--- src/rtl/tcam_pkg.sv ---
// rtl/tcam_pkg.sv - shared widths, op codes and loader states for the TCAM table loader
package tcam_pkg;

    localparam int TCAM_BITS     = 8;
    localparam int TCAM_WORDS    = 16;
    localparam int TCAM_ADDR_W   = 4;
    localparam int TCAM_HOLD_TMO = 15;

    typedef enum logic [1:0] {
        OP_WRITE      = 2'd0,
        OP_INVALIDATE = 2'd1,
        OP_FLUSH      = 2'd2,
        OP_RSVD       = 2'd3
    } op_e;

    typedef enum logic [2:0] {
        ST_IDLE   = 3'd0,
        ST_BOOT   = 3'd1,
        ST_HOLD   = 3'd2,
        ST_WRITE  = 3'd3,
        ST_FLUSH  = 3'd4,
        ST_SETTLE = 3'd5
    } state_e;

endpackage

--- src/rtl/tcam_popcount.sv ---
// rtl/tcam_popcount.sv - combinational population count of the entry valid shadow
module tcam_popcount
    import tcam_pkg::*;
#(
    parameter int Words  = TCAM_WORDS,
    parameter int CountW = TCAM_ADDR_W + 1
) (
    input  logic [Words-1:0]  bits_in,
    output logic [CountW-1:0] count
);

    always_comb begin
        count = '0;
        for (int i = 0; i < Words; i++) begin
            count = count + CountW'(bits_in[i]);
        end
    end

endmodule

--- src/rtl/tcam_table_loader.sv ---
// rtl/tcam_table_loader.sv - TCAM table update sequencer with lookup stall and valid shadow
// Optional boot-time invalidate sweep: TCAM_LOADER_BOOT_CLEAR_EN
module tcam_table_loader
    import tcam_pkg::*;
#(
    parameter int Bits        = TCAM_BITS,
    parameter int Words       = TCAM_WORDS,
    parameter int AddressSize = TCAM_ADDR_W,
    parameter int HOLD_TMO    = TCAM_HOLD_TMO
) (
    input  logic                   clk,
    input  logic                   rst_n,
    input  logic                   cmd_valid,
    output logic                   cmd_ready,
    input  logic [1:0]             cmd_op,
    input  logic [AddressSize-1:0] cmd_addr,
    input  logic [Bits-1:0]        cmd_data,
    input  logic [Bits-1:0]        cmd_mask,
    input  logic                   lookup_busy,
    output logic                   lookup_hold,
    output logic                   tcam_cs,
    output logic                   tcam_wr,
    output logic                   tcam_flush,
    output logic                   tcam_vbe,
    output logic                   tcam_dcs,
    output logic                   tcam_vbi,
    output logic [AddressSize-1:0] tcam_a,
    output logic [Bits-1:0]        tcam_di,
    output logic [Bits-1:0]        tcam_mskb,
    output logic [Words-1:0]       entry_valid,
    output logic [AddressSize:0]   entry_count,
    output logic                   done,
    output logic                   err
);

`ifdef TCAM_LOADER_BOOT_CLEAR_EN
    localparam logic BOOT_EN = 1'b1;
`else
    localparam logic BOOT_EN = 1'b0;
`endif
    localparam state_e RESET_STATE = BOOT_EN ? ST_BOOT : ST_IDLE;
    localparam int     TMO_W       = $clog2(HOLD_TMO + 1);

    state_e                 state_q, state_d;
    op_e                    op_q, op_d;
    logic [AddressSize-1:0] addr_q, addr_d;
    logic [Bits-1:0]        data_q, data_d;
    logic [Bits-1:0]        mask_q, mask_d;
    logic [TMO_W-1:0]       tmo_q, tmo_d;
    logic                   boot_q, boot_d;
    logic [Words-1:0]       entry_valid_q, entry_valid_d;
    logic                   err_d;

    logic                   cmd_ready_q, cmd_ready_d;
    logic                   lookup_hold_q, lookup_hold_d;
    logic                   cs_q, cs_d, wr_q, wr_d, flush_q, flush_d;
    logic                   vbe_q, vbe_d, dcs_q, dcs_d, vbi_q, vbi_d;
    logic [AddressSize-1:0] a_q, a_d;
    logic [Bits-1:0]        di_q, di_d, mskb_q, mskb_d;
    logic                   done_q, done_d, err_q;

    always_ff @(posedge clk) begin
        if (!rst_n) begin
            state_q       <= RESET_STATE;
            op_q          <= OP_WRITE;
            addr_q        <= '0;
            data_q        <= '0;
            mask_q        <= '0;
            tmo_q         <= '0;
            boot_q        <= BOOT_EN;
            entry_valid_q <= '0;
            cmd_ready_q   <= ~BOOT_EN;
            lookup_hold_q <= 1'b0;
            cs_q          <= 1'b0;
            wr_q          <= 1'b0;
            flush_q       <= 1'b0;
            vbe_q         <= 1'b0;
            dcs_q         <= 1'b0;
            vbi_q         <= 1'b0;
            a_q           <= '0;
            di_q          <= '0;
            mskb_q        <= '0;
            done_q        <= 1'b0;
            err_q         <= 1'b0;
        end else begin
            state_q       <= state_d;
            op_q          <= op_d;
            addr_q        <= addr_d;
            data_q        <= data_d;
            mask_q        <= mask_d;
            tmo_q         <= tmo_d;
            boot_q        <= boot_d;
            entry_valid_q <= entry_valid_d;
            cmd_ready_q   <= cmd_ready_d;
            lookup_hold_q <= lookup_hold_d;
            cs_q          <= cs_d;
            wr_q          <= wr_d;
            flush_q       <= flush_d;
            vbe_q         <= vbe_d;
            dcs_q         <= dcs_d;
            vbi_q         <= vbi_d;
            a_q           <= a_d;
            di_q          <= di_d;
            mskb_q        <= mskb_d;
            done_q        <= done_d;
            err_q         <= err_d;
        end
    end

    always_comb begin
        state_d       = state_q;
        op_d          = op_q;
        addr_d        = addr_q;
        data_d        = data_q;
        mask_d        = mask_q;
        tmo_d         = tmo_q;
        boot_d        = boot_q;
        entry_valid_d = entry_valid_q;
        err_d         = 1'b0;
        case (state_q)
            ST_IDLE: begin
                if (cmd_valid && cmd_ready_q) begin
                    op_d   = op_e'(cmd_op);
                    addr_d = cmd_addr;
                    data_d = cmd_data;
                    mask_d = cmd_mask;
                    tmo_d  = '0;
                    if (op_e'(cmd_op) == OP_RSVD) begin
                        err_d = 1'b1;
                    end else begin
                        state_d = ST_HOLD;
                    end
                end
            end
            // addr_q doubles as the sweep counter while booting
            ST_BOOT: begin
                op_d    = OP_INVALIDATE;
                data_d  = '0;
                mask_d  = '0;
                tmo_d   = '0;
                state_d = ST_HOLD;
            end
            ST_HOLD: begin
                if (!lookup_busy) begin
                    state_d = (op_q == OP_FLUSH) ? ST_FLUSH : ST_WRITE;
                end else if (tmo_q == TMO_W'(HOLD_TMO - 1)) begin
                    err_d   = 1'b1;
                    state_d = boot_q ? ST_BOOT : ST_IDLE;
                end else begin
                    tmo_d = tmo_q + TMO_W'(1);
                end
            end
            ST_WRITE: begin
                entry_valid_d[addr_q] = (op_q == OP_WRITE);
                state_d               = ST_SETTLE;
            end
            ST_FLUSH: begin
                entry_valid_d = '0;
                state_d       = ST_SETTLE;
            end
            ST_SETTLE: begin
                if (boot_q) begin
                    addr_d = addr_q + AddressSize'(1);
                    if (addr_q == AddressSize'(Words - 1)) begin
                        addr_d  = '0;
                        boot_d  = 1'b0;
                        state_d = ST_IDLE;
                    end else begin
                        state_d = ST_BOOT;
                    end
                end else begin
                    state_d = ST_IDLE;
                end
            end
            default: state_d = ST_IDLE;
        endcase
    end

    // Pins are decoded from the next state so every output leaves a flop
    always_comb begin
        cmd_ready_d   = (state_d == ST_IDLE);
        lookup_hold_d = (state_d == ST_HOLD) || (state_d == ST_WRITE) ||
                        (state_d == ST_FLUSH) || (state_d == ST_SETTLE);
        cs_d          = (state_d == ST_WRITE) || (state_d == ST_FLUSH);
        wr_d          = (state_d == ST_WRITE);
        vbe_d         = (state_d == ST_WRITE);
        flush_d       = (state_d == ST_FLUSH);
        dcs_d         = (state_d == ST_WRITE) && (op_d == OP_WRITE);
        vbi_d         = dcs_d;
        a_d           = (state_d == ST_WRITE) ? addr_d : '0;
        di_d          = dcs_d ? data_d : '0;
        mskb_d        = dcs_d ? mask_d : '0;
        done_d        = (state_d == ST_SETTLE) && !boot_d;
    end

    tcam_popcount #(
        .Words  (Words),
        .CountW (AddressSize + 1)
    ) u_popcount (
        .bits_in (entry_valid_q),
        .count   (entry_count)
    );

    assign cmd_ready   = cmd_ready_q;
    assign lookup_hold = lookup_hold_q;
    assign tcam_cs     = cs_q;
    assign tcam_wr     = wr_q;
    assign tcam_flush  = flush_q;
    assign tcam_vbe    = vbe_q;
    assign tcam_dcs    = dcs_q;
    assign tcam_vbi    = vbi_q;
    assign tcam_a      = a_q;
    assign tcam_di     = di_q;
    assign tcam_mskb   = mskb_q;
    assign entry_valid = entry_valid_q;
    assign done        = done_q;
    assign err         = err_q;

endmodule

--- config.mk ---
export PLATFORM = sky130hd
export DESIGN_NAME = tcam_table_loader
export DESIGN_NICKNAME = d
export VERILOG_FILES = /design/src/rtl/tcam_pkg.sv /design/src/rtl/tcam_popcount.sv /design/src/rtl/tcam_table_loader.sv
export SDC_FILE = /design/constraint.sdc
export NUM_CORES = 1
export LEC_CHECK = 0
export BUFFER_PORTS_ARGS = -buffer_cell sky130_fd_sc_hd__buf_2
export CAP_MARGIN = 30
export CELL_PAD_IN_SITES_DETAIL_PLACEMENT = 0
export CELL_PAD_IN_SITES_GLOBAL_PLACEMENT = 1
export CORE_MARGIN = 5
export CORE_UTILIZATION = 45
export CTS_BUF_LIST = sky130_fd_sc_hd__clkbuf_4 sky130_fd_sc_hd__clkbuf_8
export DETAILED_ROUTE_END_ITERATION = 16
export PLACE_DENSITY = 0.92
export RECOVER_POWER = 50
export SYNTH_ARGS = -nofsm -noshare
export SYNTH_HDL_FRONTEND = slang
export SYNTH_SLANG_ARGS = --single-unit
--- constraint.sdc ---
create_clock -name clk -period 8 [get_ports clk]
set_clock_uncertainty 0.05 [all_clocks]
set_input_delay 1.6 -clock clk [delete_from_list [all_inputs] [get_ports clk]]
set_output_delay 1.6 -clock clk [all_outputs]
set_load 0.1 [all_outputs]
==> results.py, run 1 <==
metrics = {
    "status": {
        "outcome": "complete, but fails checks",
        "failed_checks": "max-capacitance violations, max-slew violations",
    },
    "placement": {
        "io_buffers": 76,
        "place_area_sq_um": 3730,
        "dpl.cell_count": 498,
        "place_ws_ps": 2220,
        "hpwl_mm": 5.16,
        "gp_congestion": 0.818,
    },
    "layout": {
        "layout_commonest_cell": "dfxtp_1",
        "synthToLayoutAreaGrowth_pct": 17.0,
        "final_cells": 514,
        "post-route-util_pct": 53.5,
        "diodes": 0,
        "fin_area_sq_um": 3860,
        "n_fill_cell": 717,
        "layout-drive-gt1-share_pct": 22.9,
        "layout_common_cells": "74 x dfxtp_1, 62 x buf_2, 40 x nor2_1",
        "nNetsFinal": 457,
    },
    "critical_path": {
        "criticalPathCategory": "flip-flop to output pin",
        "r2r_slack_ps": 4700,
        "crit_path_frequent_cell": "fa_1",
        "cp.arrival_ps": 4490,
        "worstPathCellList": "ha_1 > inv_1 > fa_1 > inv_1 > fa_1 > fa_1 > inv_1 > fa_1 > inv_1 > fa_1 > fa_1 > xor2_1 > buf_2",
        "endpoint": "entry_count[2]",
        "cp-start-kind": "flip-flop",
        "r2r_start": "tmo_q[0]",
        "cp-startpoint": "entry_valid[0]",
        "reg2reg_depth": 7,
        "r2r-end": "tcam_mskb[2]",
        "crit_required_ps": 6350,
        "critical_path.max_stage_delay_ps": 510,
        "critPathCaptureType": "output pin",
        "path_max_fanout": 3,
        "critPathSlowestCell": "fa_1",
    },
    "detailed_routing": {
        "dr.pass1.iters": 4,
        "via_per_inst": 5.28,
        "antenna_left": 0,
        "vias": 2713,
        "finalWirelength_mm": 7.17,
        "routedWlPerCell_um": 14.0,
        "drc": 0,
        "drt_iter0_drc": 102,
    },
    "clock_tree": {
        "cts_buffers": 9,
        "cts_root_buffer": "clkbuf_8",
        "tritoncts": "built",
        "clockBufferDepth": 2,
        "hold_buffers": 0,
        "h-tree-depth": 3,
        "post_cts_buffers": 0,
        "clkTransAtPathRegs_ps": 80,
        "postCtsResizedCells": 0,
        "clock_sinks": 74,
        "insertion_delay_ps": 350,
    },
    "floorplanning": {
        "initial_core_util_pct": 45.7,
        "die_y_um": 95.6,
        "rows": 31,
        "die_w_um": 95.6,
        "coreArea_sq_um": 7210,
        "io_pins": 77,
        "dieArea_sq_um": 9140,
    },
    "grt": {
        "use_met1_pct": 21.9,
        "top_usage_layer": "met2",
        "grt_pass1_wl_mm": 12.0,
        "antenna_found_initial": 0,
        "met2_usage_pct": 26.1,
        "globalRoute.totalOverflow": 0,
        "grt_max_degree": 57,
        "grt_usage_pct": 16.8,
        "grt_pass1_vias": 2538,
        "gr-usage-met3_pct": 5.21,
    },
    "sta": {
        "hold_ws_ps": 460,
        "clock.fmax_mhz": 163,
        "drv_slew": 66,
        "post-route-min-period_ps": 6140,
        "fin_ws_ps": 1860,
        "tightestPinTransition_ps": 2750,
        "setup-tns-final_ps": 0,
        "rsz0062_at_grt": "false",
        "maxSlewHeadroom_pct": -83.0,
        "setup_viol": 0,
        "final.period_utilization_pct": 76.7,
        "hold_viol_final": 0,
    },
    "pwr": {
        "total_power_mw": 0.851,
        "p_leak_nw": 1.65,
        "power.density_nw_per_um2": 220,
        "ir_drop_mv": 0.119,
    },
    "yosys": {
        "synth-edff-count": 0,
        "synth_nets": 389,
        "netlist_area_sq_um": 3300,
        "async_reset_ff_share_pct": 0,
        "postSynthAreaPerCell_sq_um": 9.65,
        "synthCells": 342,
        "yosysSeqAreaShare_pct": 44.9,
        "ys.warnings.count": 0,
        "yosysUniqueCellTypes": 53,
        "synthFlopType": "dfxtp_1",
        "ys_ff_latch": 74,
    },
    "min_path": {
        "hp-class": "flip-flop to flip-flop",
    },
    "run": {
        "maxCapViolCount": 2,
    },
}
-- registers in the layout (all words and copies together) (netlist names) --
| register | count |
|---|---|
| addr_q | 4 |
| boot_q | 1 |
| cmd_ready | 1 |
| data_q | 8 |
| done | 1 |
| entry_valid | 16 |
| err | 1 |
| lookup_hold | 1 |
| mask_q | 8 |
| op_q | 2 |
| state_q | 3 |
| tcam_a | 4 |
| tcam_cs | 1 |
| tcam_di | 8 |
| tcam_flush | 1 |
| tcam_mskb | 8 |
| tcam_vbe | 1 |
| tcam_vbi | 1 |
| tmo_q | 4 |
-- power breakdown --
group | switching, mW | internal [mW]
Sequential | 0.0183 | 0.389
Clock | 0.152 | 0.118
Combinational | 0.126 | 0.0485
Total | 0.295 | 0.555
-- worst min-delay path by stage --
stage,startpoint,end,cells past startpoint
floorplan,boot_q,boot_q,2
global placement,mask_q[7],mask_q[7],2
detailed placement,mask_q[2],mask_q[2],2
CTS,mask_q[7],mask_q[7],2
global route,data_q[6],data_q[6],2
finish,boot_q,boot_q,2
-- layout make-up --
cell class	count	area (sq um)	share of cell area (%)
flip-flops and latches	74	1480	38.4
inverters	25	93.8	2.43
clock inverters	7	61.3	1.59
clock buffers	9	124	3.21
repair buffers	79	382	9.89
multi-input cells	221	1590	41.3
well taps	99	124	3.21
-- cells in the mapped netlist, types with 3 or more instances --
master    count  area, sq um
ha_1         11          138
o211ai_1     11         82.6
nor3_2       10          100
or4_1         4         30.0
clkbuf_1     14         52.6
a21oi_1      23          115
or3_1        11         68.8
fa_1         10          200
and2_1        4         25.0
buf_2         3         15.0
dfxtp_1      74         1480
a22oi_1      17          128
nor3_1        9         45.0
nor2_1       40          150
o311ai_0      4         35.0
and4_1        3         26.3
nor2b_1       5         31.3
nand2_1      15         56.3
o21ai_0       3         15.0
inv_1        25         93.8
nand2b_1      3         18.8
xor2_1        3         26.3
-- kinds of logic (layout without fill, tap and decap cells) --
group | count (synthesis) | in the layout | synth area share [%]
AOI/OAI and AO/OA | 75 | 75 | 16.8
xor gates and xnor gates | 4 | 4 | 1.06
adders and majority gates | 21 | 21 | 10.2
buffers and inverters | 47 | 120 | 5.92
DFF | 74 | 74 | 44.9
muxes | 2 | 2 | 0.607
and+or+nand+nor | 119 | 119 | 20.4
-- critical path: cells and delay by family (launching register included) --
family | cells | cell delay, ps
xor gates and xnor gates | 1 | 150
DFF | 1 | 330
adders and majority gates | 7 | 3020
buffers and inverters | 5 | 650
-- per-layer routing --
layer  wire, um  part of all wire (%)
met3        441                   6.1
met1       3200                    45
met2       3410                    47
met5          0                     0
met4        129                   1.8
(Power assumes the default switching activity.)
==> run 2, diff against run 1 <==
--- a/config.mk
+++ b/config.mk
@@ -10,10 +10,10 @@
 export CELL_PAD_IN_SITES_DETAIL_PLACEMENT = 0
 export CELL_PAD_IN_SITES_GLOBAL_PLACEMENT = 1
 export CORE_MARGIN = 5
-export CORE_UTILIZATION = 45
+export CORE_UTILIZATION = 38
 export CTS_BUF_LIST = sky130_fd_sc_hd__clkbuf_4 sky130_fd_sc_hd__clkbuf_8
 export DETAILED_ROUTE_END_ITERATION = 16
-export PLACE_DENSITY = 0.92
+export PLACE_DENSITY = 0.83
 export RECOVER_POWER = 50
 export SYNTH_ARGS = -nofsm -noshare
 export SYNTH_HDL_FRONTEND = slang
==> constraint.sdc (replaced) <==
create_clock -name clk -period 5.1 [get_ports clk]
set_clock_uncertainty 0.05 [all_clocks]
set_input_delay 1.02 -clock clk [delete_from_list [all_inputs] [get_ports clk]]
set_output_delay 1.02 -clock clk [all_outputs]
set_load 0.1 [all_outputs]
==> results.py, run 2 (same netlist as run 1, synthesis figures left out) <==
metrics = {
    "status": {
        "outcome": "complete, but fails checks",
        "failed_checks": "max-capacitance violations, max-slew violations, negative setup slack",
    },
    "placement": {
        "dpl.cell_count": 508,
        "place_ws_ps": 40.9,
        "hpwl_mm": 5.55,
        "io_buffers": 76,
        "gp_congestion": 0.796,
    },
    "critical_path": {
        "criticalPathCategory": "flip-flop to output pin",
        "r2r_start": "tmo_q[0]",
        "cp-startpoint": "entry_valid[0]",
        "crit_cells": 14,
        "path_delay_family": "adder cells",
        "r2r-end": "tcam_mskb[2]",
        "reg2reg_depth": 7,
        "critPathSlowestCell": "fa_1",
        "crit_required_ps": 4030,
        "path_max_fanout": 2,
        "critPathCaptureType": "output pin",
        "worstPathCellList": "ha_4 > inv_2 > fa_1 > inv_1 > fa_1 > fa_1 > inv_1 > fa_1 > inv_1 > fa_2 > fa_2 > buf_6 > xor2_4 > buf_12",
        "crit_path_frequent_cell": "fa_1",
        "critPathBufInv": 6,
        "cp.arrival_ps": 4210,
        "endpoint": "entry_count[2]",
        "r2r_slack_ps": 1740,
        "critical_path.max_stage_delay_ps": 490,
        "cp-start-kind": "flip-flop",
    },
    "layout": {
        "n_fill_cell": 852,
        "multiInputGateArea_sq_um": 1670,
        "nNetsFinal": 461,
        "diodes": 0,
        "synthToLayoutAreaGrowth_pct": 23.4,
        "post-route-util_pct": 47.4,
        "layout_common_cells": "67 x dfxtp_1, 41 x clkbuf_1, 40 x nor2_1",
        "layout-drive-gt1-share_pct": 21.2,
        "final_cells": 527,
        "largest_reg_flops": 16,
        "seqCellArea_sq_um": 1500,
        "layout_commonest_cell": "dfxtp_1",
    },
    "sta": {
        "final.period_utilization_pct": 103,
        "fin_ws_ps": -176,
        "rsz0062_at_grt": "true",
        "setup_viol": 4,
        "post-route-min-period_ps": 5280,
        "drv_slew": 9,
        "tightestPinTransition_ps": 1660,
        "maxSlewHeadroom_pct": -11.7,
        "clock.fmax_mhz": 190,
        "setup-tns-final_ps": -506,
        "hold_ws_ps": 456,
        "hold_viol_final": 0,
    },
    "detailed_routing": {
        "vias": 2749,
        "antenna_left": 0,
        "dr.pass1.iters": 4,
        "routedWlPerCell_um": 14.5,
        "via_per_inst": 5.22,
        "drc": 0,
        "drt_iter0_drc": 102,
        "finalWirelength_mm": 7.65,
    },
    "pwr": {
        "p_seq_share_pct": 44.8,
        "ir_drop_mv": 0.182,
        "power_frac_comb_pct": 19.3,
        "p_sw_share_pct": 32.3,
        "p_leak_nw": 1.60,
        "p_clk_share_pct": 35.9,
        "switchingPower_mw": 0.459,
        "power.density_nw_per_um2": 349,
        "p_int_mw": 0.962,
    },
    "grt": {
        "globalRoute.totalOverflow": 0,
        "antenna_found_initial": 0,
        "grt_max_degree": 31,
        "grt_pass1_wl_mm": 12.6,
        "grt_pass1_vias": 2643,
        "grt_usage_pct": 15.1,
    },
    "floorplanning": {
        "rows": 34,
        "io_pins": 77,
        "die_y_um": 103,
        "die_w_um": 103,
        "dieArea_sq_um": 10600,
        "coreArea_sq_um": 8590,
        "initial_core_util_pct": 38.4,
    },
    "run": {
        "maxCapViolCount": 1,
    },
    "clock_tree": {
        "clock_sinks": 74,
        "cts_buffers": 9,
        "clockBufferDepth": 2,
        "clkTransAtPathRegs_ps": 80,
        "h-tree-depth": 3,
        "tritoncts": "built",
        "cts_root_buffer": "clkbuf_8",
        "insertion_delay_ps": 350,
    },
    "min_path": {
        "hp-class": "flip-flop to flip-flop",
    },
}
## run 2: changes by cell type in the layout (fill, tap and decap cells not counted), sizes merged
cell	before	now
buf	64	41
bufinv	0	2
clkbuf	24	51
clkinv	3	2
inv	27	26
## run 2: repair_timing
action                                  CTS  global route
endpoints found under the hold margin     0             0
resized for setup                         9             1
endpoints found under the setup margin    4             5
hold buffers                              0             0
setup buffers                             3             0
pin swaps                                 4             0
## run 2: per-layer routing
metal	track usage, %	part of all wire [%]
met5	0	0
met4	5.18	1.0
met3	4.83	6.5
met2	24.7	48
met1	19.0	45
## run 2: worst min-delay path by stage
stage	from	endpoint	slack, ps	cells past startpoint
after floorplan	boot_q	boot_q	410	2
after detailed placement	mask_q[2]	mask_q[2]	440	2
after global routing	data_q[0]	data_q[0]	490	2
final	mask_q[7]	mask_q[7]	460	2
after CTS	mask_q[2]	mask_q[2]	460	2
after global placement	mask_q[7]	mask_q[7]	430	2
## run 2: through the flow
stage | area (sq um) | power, mW
3_3_place_gp | 3870 | 0.932
4_1_cts | 4160 | 1.45
5_1_grt | 4070 | 1.50
3_5_place_dp | 3870 | 0.936
6_report | 4070 | 1.42
2_1_floorplan | 3380 | 0.872
## run 2: worst min-delay path, stage by stage, from the launching register on
cell and delay, ps:
dfxtp_1 310, a22oi_1 80, nor2_1 80
## run 2: power groups by stage
| stage | Combinational (mW) | Clock, mW | Sequential [mW] |
|---|---|---|---|
| final | 0.274 | 0.510 | 0.637 |
| after global routing | 0.301 | 0.552 | 0.642 |
| after CTS | 0.287 | 0.524 | 0.637 |
| after detailed placement | 0.286 | 0 | 0.650 |
| after global placement | 0.282 | 0 | 0.650 |
| after floorplan | 0.177 | 0 | 0.695 |
## run 2: final cells by class
type	count	area share [%]
multi-input combinational	221	41.1
tap	108	3.32
clock buffer	9	3.04
sequential	74	36.8
timing repair buffer	83	10.9
inverter	25	2.30
clock inverter	7	2.49
